[src/rtl/demux64x1_8_buf.sv]
// Routes one input word to one of 8 single-entry output buffers selected by sel.
// Valid/ready on the producer side, valid/ack per consumer, plus an accepted-word counter.
module demux64x1_8_buf #(
  parameter int WIDTH = 64,
  parameter int CNT_W = 16
) (
  input  logic                  clk,
  input  logic                  reset,
  input  logic [WIDTH-1:0]      in_data,
  input  logic [2:0]            sel,
  input  logic                  in_valid,
  output logic                  in_ready,
  output logic [7:0][WIDTH-1:0] out_data,
  output logic [7:0]            out_valid,
  input  logic [7:0]            out_ack,
  output logic [CNT_W-1:0]      accept_cnt
);

  // channel valid bit | meaning
  // 0                 | EMPTY: accepts a new word
  // 1                 | FULL : holds a word until its consumer acks
  logic       accept;
  logic [7:0] wr_en;

  // A full channel that is being acked this cycle can take the next word (pass-through refill).
  assign in_ready = ~out_valid[sel] | out_ack[sel];
  assign accept   = in_valid & in_ready;

  always_comb begin
    wr_en = '0;
    for (int i = 0; i < 8; i++) begin
      wr_en[i] = accept & (sel == 3'(i));
    end
  end

  always_ff @(posedge clk) begin
    if (reset) begin
      out_data   <= '0;
      out_valid  <= '0;
      accept_cnt <= '0;
    end else begin
      for (int i = 0; i < 8; i++) begin
        if (wr_en[i]) begin
          out_data[i]  <= in_data;
          out_valid[i] <= 1'b1;
        end else if (out_ack[i]) begin
          // Data is left in place after consumption; only the valid bit drops.
          out_valid[i] <= 1'b0;
        end
      end
      if (accept) begin
        accept_cnt <= accept_cnt + 1'b1;
      end
    end
  end

endmodule

[config.mk]
export PLATFORM = sky130hd
export DESIGN_NAME = demux64x1_8_buf
export DESIGN_NICKNAME = d
export VERILOG_FILES = /design/src/rtl/demux64x1_8_buf.sv
export SDC_FILE = /design/constraint.sdc
export NUM_CORES = 1
export LEC_CHECK = 0
export ABC_CLOCK_PERIOD_IN_PS = 2600
export CORE_AREA = 2 2 242 244
export DETAILED_ROUTE_END_ITERATION = 16
export DIE_AREA = 0 0 244 246
export GPL_ROUTABILITY_DRIVEN = 0
export GPL_TIMING_DRIVEN = 0
export PLACE_DENSITY = 0.59
export SYNTH_ARGS = -nofsm -noshare
export SYNTH_HDL_FRONTEND = slang
export SYNTH_SLANG_ARGS = --single-unit
export TNS_END_PERCENT = 100
[constraint.sdc]
create_clock -name clk -period 2.6 [get_ports clk]
set_clock_uncertainty 0.15 [all_clocks]
set_input_delay 0.39 -clock clk [delete_from_list [all_inputs] [get_ports clk]]
set_output_delay 0.39 -clock clk [all_outputs]
set_load 0.02 [all_outputs]
Word level (Yosys, flattened, before mapping):

Index checks and enable logic that the tools add are counted.
Widths: inputs -> output; s select.

* register bits: 536
* bits of input ports: 78
* output and inout port bits: 537
* word-level logic and storage cells: 66

* add/sub/neg operators: 1
* magnitude comparators: 1
* eq/ne operators: 7
* multiplexer cells: 20
* bitwise gates (word level): 11
* reductions and logical operators: 9

Operators with widths (number)
* $mux 1: 18
* $add 16x1->16 const B: 1
* $reduce_bool 2->1: 8
* $eq 3x3->1 const B: 4
* $and 1x1->1: 9
* $bmux 1 s3: 2
* $eq 3x2->1 const B: 2
* $lt 3x4->1 const B: 1
* $eq 3x1->1 const B: 1
* $logic_not 3->1: 1
* $not 1->1: 1
* $or 1x1->1: 1

Longest topological paths before layout:

Gate-level depths: netlist (run 1).

* depth in word-level cells: 7
* mapped depth: 10
* depth with buffers taken out: 5

Worst setup path after synthesis (run 1):

OpenSTA, ideal clock, no wires.

* kind: input to output
* from: input sel[1]
* to: output in_ready
* arrival time: 1.840 ns
* required time: 2.060 ns
* slack: 0.220 ns
* cell stages on the path: 8
* buffers on the path: 4
* path through: buf_6 -> mux2_4 -> o22a_1 -> buf_6 -> o22ai_2 -> buf_2 -> buf_4 -> inv_1

* cells in the longest elaborated chain, start to end: 4
* elaborated cells on any way between the ends: 6
* classes of those cells: mux: 4; bitwise: 2

RTL lines
* start, declared: RTL line 10 `input logic [2:0] sel,`
* $bmux 1 s3: RTL line 26 `assign in_ready = ~out_valid[sel] | out_ack[sel];`
* $mux 1 (implied by the code): RTL line 26
* $not 1->1: RTL line 26
* $or 1x1->1 *: RTL line 26
* end, declared: RTL line 12 `output logic in_ready,`

Mark *: on every way between the ends. The rest lies on a longest branch, timed or not. The select of a mux whose other input is x is not followed.

Final worst setup path (run 1):

* from: input sel[2]
* to: register out_data[501] (netlist name)

* cells in the longest elaborated chain, start to end: 6
* elaborated cells on any way between the ends: 9
* classes of those cells: eq/ne: 1; mux: 4; bitwise: 4

RTL lines
* $bmux 1 s3: RTL line 26
* $mux 1 (implied by the code): RTL line 26
* $not 1->1: RTL line 26
* $or 1x1->1: RTL line 26
* $and 1x1->1: RTL line 27 `assign accept = in_valid & in_ready;`
* $and 1x1->1 *: RTL line 32 `wr_en[i] = accept & (sel == 3'(i));`
* end signal, assigned by index: RTL line 44 `out_data[i] <= in_data;`
* end, declared: RTL line 13 `output logic [7:0][WIDTH-1:0] out_data,`

Marks and branches as above.
A chain may end at the register's enable or synchronous reset.

==> reports/metrics.yaml, run 1 <==
floorplan:
  rows: 88
  core_sq_um: 57400
  dieWidth_microns: 244
  ios: 615
  die_y_microns: 246
  fp.dieArea_sq_um: 60000
  initial_utilization_pct: 33.9
route:
  wirelength_microns: 84100
  drt_first_pass_iters: 5
  antenna_left: 0
  avgViaCountPerCell: 4.96
  route.vias.total: 19300
  drc: 0
  routedWlPerCell_microns: 21.7
  drtIter0Drc: 1368
layout:
  seq_area_sq_um: 10700
  areaGrowthSynthToFinish_pct: 44.2
  multiInputGateArea_sq_um: 7380
  final_area_sq_um: 28000
  nets: 3149
  nFillCells: 5562
  drive_gt1_share_pct: 7.48
  finalNonFillerCells: 3882
logic_synthesis:
  yosys.area.top_type: "dfxtp_1"
  avgSynthCellArea_sq_um: 7.94
  synthAdderAreaFrac_pct: 0.0644
  synth_top_area_share_pct: 55.2
  yosysMostFrequentCell: "nand2_1"
  seq_area_frac_synth_pct: 55.2
  synthesis.yosys.warnings: 0
  synth_top_family_by_area: "simple AND/OR/NAND/NOR gates"
  synthTopCellsByArea: "dfxtp_1 55%, nand2_1 20%, a21oi_1 14%, buf_6 2.2%, clkbuf_1 2.0%"
  synth_compound_area_share_pct: 15.5
  synth-edff-count: 0
  syn_inst: 2448
  syn_nets: 2527
  syn_area_sq_um: 19400
  muxShareOfSynthArea_pct: 0.734
  synthXorXnorAreaFrac_pct: 0.0451
  ys_ff_latch: 536
  synthSimpleGateAreaFrac_pct: 21.6
  synthDistinctLibCells: 34
  synth_commonest_cells: "1032 x nand2_1, 536 x dfxtp_1, 532 x a21oi_1"
  synth_flop_cell: "dfxtp_1"
  synthArstFlopShare_pct: 0
sta:
  finalHoldViolations: 0
  rsz0062_at_grt: "false"
  finalCriticalPeriod_ns: 2.57
  timing.final.crit_share_pct: 98.7
  setup_viol: 0
  worst_slew_pin_slew_ns: 1.03
  fin_ws_ns: 0.0329
  fmax_mhz: 390
  slew-limit-headroom_pct: 31.1
  fin_tns_setup_ns: 0
  maxSlewViolCount: 0
global_routing:
  antenna_found_initial: 2
  grt_pass1_vias: 18100
  gr-usage-all-layers_pct: 26.9
  grt_max_degree: 20
  grt_pass1_wl_microns: 121000
  grt_overflow_total: 0
placed_design:
  port_buffers: 547
  dpl-instance-area_sq_um: 25900
  place_ws_ns: -0.874
  place_inst: 3761
  hpwl_microns: 62400
setup_path:
  r2r_cells: 7
  cp_slowest_stage_delay_ns: 0.56
  startpoint: "sel[2]"
  cp_slowest_cell: "clkdlybuf4s50_1"
  required_ns: 2.99
  regToRegEndpoint: "out_data[501]$_SDFFE_PP0P_"
  crit_buf_inv: 3
  cp-start-kind: "input port"
  r2r-start: "out_valid[2]$_SDFFE_PP0P_"
  arrival_ns: 2.96
  crit_fanout: 10
  crit_chain: "clkdlybuf4s50_1, nand2b_1, a2bb2oi_4, o221a_2, buf_2, clkbuf_1, nand2_1, a21oi_1"
  critPathKind: "input port to flip-flop"
  critical-path-top-delay-family: "buffers and inverters"
  endpoint_kind: "flip-flop"
  r2r_setup_slack_ns: 0.14
power_and_ir_drop:
  internal_power_uw: 14000
  ir_drop_mv: 0.529
  power_leakage_uw: 0.00940
  powerDensity_nw_per_um2: 662
  sequentialPowerShare_pct: 45.7
  p_switching_uw: 4590
  fin_total_pwr_uw: 18600
  clkPwrFrac_pct: 45.6
  p_sw_share_pct: 24.7
  power_frac_comb_pct: 8.7
run:
  cap_violations: 0
clocking:
  cts_buffers: 58
  root_buffer: "clkbuf_16"
  worstSkewPairLatency_ns: 0.61
  cts_sinks: 536
  path_clk_slew_ns: 0.06
  cts_tree: "built"
  clock_path_buffers: 3
  ctsHtreeMaxLevel: 2
worst_hold_path:
  hold-path-cell-count: 3
  hold_path_class: "input port to flip-flop"
  hp-start: "in_data[2]"
  whs_endpoint: "out_data[66]$_SDFFE_PP0P_"
status:
  status: "complete, no violations"
layer usage:
metal	wire [microns]	global-route usage, %	vias up
met5	0	0	-
met3	6590	6.42	158
met1	34400	33.7	9214
met2	39900	44.5	751
li1	-	-	9147
met4	3180	10.7	0
logic make-up after synthesis:
group	count (synthesis)
adders and majority gates	1
and+or+nand+nor	1087
AOI/OAI and AO/OA	564
DFF	536
muxes	13
buffers and inverters	246
xor gates and xnor gates	1
cell type report:
| class | instances | share of cell area (%) |
|---|---|---|
| flip-flops and latches | 536 | 38.3 |
| multi-input cells | 1666 | 26.3 |
| repair buffers | 563 | 20.1 |
| clock buffers | 91 | 6.30 |
| plain buffers | 244 | 4.90 |
| well taps | 765 | 3.41 |
| clock inverters | 13 | 0.643 |
| diodes | 3 | 0.0268 |
| inverters | 1 | 0.0134 |
state kept, by name, summed over array words and instances, names as in the netlist:
name        count
out_data      512
accept_cnt     16
out_valid       8
cells in the final DEF (no fill, tap or decap), types with 2 or more instances in the layout:
cell	netlist	layout
nand3_1	5	5
buf_8	0	2
mux2_1	2	2
nand2b_1	11	11
buf_1	56	54
clkbuf_16	0	59
a21oi_1	532	532
nand2_1	1032	1032
nand4_1	5	5
nor3_1	3	3
diode_2	0	3
clkdlybuf4s50_1	0	546
dlygate4sd3_1	0	12
mux2_2	4	3
o221ai_2	9	9
o21ai_0	5	5
o31ai_1	7	7
clkinvlp_4	0	2
dfxtp_1	536	534
nor2_1	11	11
buf_4	26	28
clkbuf_8	0	17
mux2i_1	6	6
mux2_4	1	2
and4_1	2	2
dfxtp_2	0	2
buf_2	24	22
buf_6	38	38
clkbuf_1	101	92
o221a_2	8	8
clkinv_2	0	5
bufinv_16	0	4
clkbuf_4	0	2
or3_1	5	5
or4_1	7	7
nor2b_1	2	2
clkbuf_2	0	26
and3_1	2	2
worst reg2reg max path: cells and delay by family (launching register included):
kind	cells	cell delay, ns
buffers and inverters	2	0.88
multiplexers	2	0.48
AO/OA/AOI/OAI	2	0.38
flip-flops	1	0.33
AND/OR/NAND/NOR	1	0.19
worst max path at each step:
stage	slack, ns	cells after the start	endpoint
after floorplan	0.22	8	in_ready
after global placement	-0.81	9	in_ready
after detailed placement	-0.87	5	out_data[147]$_SDFFE_PP0P_
after CTS	0.009	8	in_ready
after global routing	0.001	8	out_data[236]$_SDFFE_PP0P_
final	0.03	8	out_data[501]$_SDFFE_PP0P_
power groups by stage:
stage / Clock (uW) / Sequential (uW) / Combinational [uW]
finish: 8460 / 8490 / 1620
global route: 8920 / 8500 / 1720
CTS: 8570 / 8490 / 1620
detailed placement: 0 / 8670 / 1590
global placement: 0 / 8660 / 1570
floorplan: 0 / 8870 / 611
per-stage QoR:
stage	hold slack (ns)	util [%]
after floorplan	0.383	-
after global placement	0.292	45.1
after detailed placement	0.296	45.1
after CTS	0.0266	48.8
after global routing	0.0347	48.9
final	0.0560	48.9
timing repair:
action	CTS	global route
hold endpoints to repair	85	0
hold buffers	12	0
setup endpoints to repair	102	147
setup buffers	1	2
gates resized for setup	13	48
pin swaps	1	0
Note: power is estimated with default switching activity, not from simulation.
==> run 2: changes to the inputs <==
CORE_AREA = 2 2 240 242   (was 2 2 242 244)
DIE_AREA = 0 0 242 244   (was 0 0 244 246)
DONT_BUFFER_PORTS = 1   (was default)
PLACE_DENSITY = 0.45   (was 0.59)
==> reports/metrics.yaml, run 2 (synthesized netlist as in run 1, its figures left out) <==
status:
  status: "complete, no violations"
floorplan:
  core_sq_um: 56200
  rows: 87
  ios: 615
  fp.dieArea_sq_um: 59000
  dieWidth_microns: 242
  initial_utilization_pct: 34.6
  die_y_microns: 244
setup_path:
  endpoint_kind: "output port"
  r2r-start: "out_valid[3]$_SDFFE_PP0P_"
  arrival_ns: 1.99
  cp_slowest_cell: "dfxtp_4"
  cp_slowest_stage_delay_ns: 0.40
  required_ns: 2.06
  critPathKind: "flip-flop to output port"
  r2r_setup_slack_ns: 0.11
  cp-start-kind: "flip-flop"
  crit_chain: "mux2i_1, mux2_4, o22ai_4, buf_6, buf_12, inv_6"
  endpoint: "in_ready"
  regToRegEndpoint: "out_data[333]$_SDFFE_PP0P_"
  r2r_cells: 7
  crit_fanout: 10
  startpoint: "out_valid[6]$_SDFFE_PP0P_"
sta:
  rsz0062_at_grt: "true"
  holdWs_ns: 0.0652
  setup_viol: 0
  fin_ws_ns: 0.0698
  slew-limit-headroom_pct: 26.4
  fmax_mhz: 395
  timing.final.crit_share_pct: 97.3
  finalHoldViolations: 0
  worst_slew_pin_slew_ns: 1.10
  maxSlewViolCount: 0
  finalCriticalPeriod_ns: 2.53
route:
  drc: 0
  routedWlPerCell_microns: 24.6
  route.vias.total: 17100
  antenna_left: 0
  drt_first_pass_iters: 5
  drtIter0Drc: 1149
  wirelength_microns: 81800
  avgViaCountPerCell: 5.14
global_routing:
  grt_pass1_wl_microns: 115000
  gr-usage-all-layers_pct: 26.5
  grt_max_degree: 15
  antenna_found_initial: 3
  grt_overflow_total: 0
  grt_pass1_vias: 15800
placed_design:
  place_inst: 3204
  dpl-instance-area_sq_um: 20400
  hpwl_microns: 59700
  port_buffers: 0
  place_ws_ns: -0.828
layout:
  final_common_cell: "nand2_1"
  areaGrowthSynthToFinish_pct: 16.2
  diodes: 0
  final_area_sq_um: 22600
  finalNonFillerCells: 3328
  final_cell_mix: "1032 x nand2_1, 532 x a21oi_1, 528 x dfxtp_1"
  postLayoutCoreUtil_pct: 40.2
  largest_register_ffs: 512
  reg_top3: "out_data (512), accept_cnt (16), out_valid (8)"
  nets: 2611
  drive_gt1_share_pct: 8.36
  nFillCells: 5821
  top_register: "out_data"
clocking:
  root_buffer: "clkbuf_16"
  cts_sinks: 536
  clock_path_buffers: 3
  cts_tree: "built"
  cts_buffers: 58
  worstSkewPairLatency_ns: 0.61
  path_clk_slew_ns: 0.06
  ctsHtreeMaxLevel: 2
worst_hold_path:
  hold_path_class: "input port to flip-flop"
power_and_ir_drop:
  powerDensity_nw_per_um2: 800
  ir_drop_mv: 0.616
  power_leakage_uw: 0.00749
run:
  cap_violations: 0
==> run 2: changes by cell type in the layout (fill, tap and decap cells not counted), moves of 2 or more <==
| cell | change |
|---|---|
| clkbuf_2 | -18 |
| buf_1 | +3 |
| clkbuf_8 | -3 |
| clkbuf_16 | +2 |
| clkbuf_1 | +17 |
| clkdlybuf4s50_1 | -546 |
| buf_8 | -2 |
| dfxtp_1 | -6 |
| dlygate4sd3_1 | +9 |
| diode_2 | -3 |
| clkbuf_4 | -2 |
| dfxtp_4 | +7 |
==> run 2: area by class of cell <==
class / instances / area (sq um) / area share, %
plain buffers: 245 / 1360 / 6.04
multi-input cells: 1666 / 7390 / 32.7
repair buffers: 24 / 233 / 1.03
inverters: 1 / 8.76 / 0.0388
clock inverters: 8 / 118 / 0.521
flip-flops and latches: 536 / 10800 / 47.6
well taps: 756 / 946 / 4.19
clock buffers: 92 / 1780 / 7.89
==> run 2: power by group <==
| part | switching [uW] | internal (uW) |
|---|---|---|
| clock | 3370 | 4940 |
| combinational | 726 | 269 |
| sequential | 394 | 8380 |
==> run 2: what timing repair did <==
item / 4_1_cts / 5_1_grt
endpoints found under the setup margin: 86 / 11
endpoints found under the hold margin: 103 / 0
buffers inserted: 1 / 2
resized for setup: 25 / 15
pin swaps: 1 / 1
hold buffers: 21 / 0
cloned: 0 / 0
==> run 2: routing by layer <==
metal  routed length (microns)  track usage [%]  part of all wire [%]
met4                      1760             6.30                   2.2
met1                     32300             31.6                    39
met3                      7590             9.02                   9.3
met5                         0                0                     0
met2                     40200             45.8                    49
==> run 2: worst min-delay path by stage <==
stage | from | endpoint | cells past startpoint
after floorplan | out_data[0]$_SDFFE_PP0P_ | out_data[0]$_SDFFE_PP0P_ | 2
after global placement | out_data[350]$_SDFFE_PP0P_ | out_data[350]$_SDFFE_PP0P_ | 2
after detailed placement | out_data[345]$_SDFFE_PP0P_ | out_data[345]$_SDFFE_PP0P_ | 2
after CTS | in_data[52] | out_data[372]$_SDFFE_PP0P_ | 3
after global routing | in_data[49] | out_data[49]$_SDFFE_PP0P_ | 3
final | in_data[52] | out_data[52]$_SDFFE_PP0P_ | 3
==> run 2: stage by stage <==
step                setup TNS, ns  total power [uW]
floorplan                       0              9480
global route             -0.00877             18700
CTS                      -0.00270             18200
global placement           -97.71              9910
detailed placement         -92.82              9930
finish                          0             18100
==> run 2: critical path: cells and delay by family, from the launching register on <==
family / cells / cell delay [ns]
buffers and inverters: 3 / 0.34
flip-flops: 1 / 0.40
multiplexers: 2 / 0.43
AO/OA/AOI/OAI: 1 / 0.21
==> run 3: changes to the inputs <==
GPL_ROUTABILITY_DRIVEN = 1   (was 0)
==> results of run 3 <==
The final DEF is identical to that of run 2; final timing and power are the same.
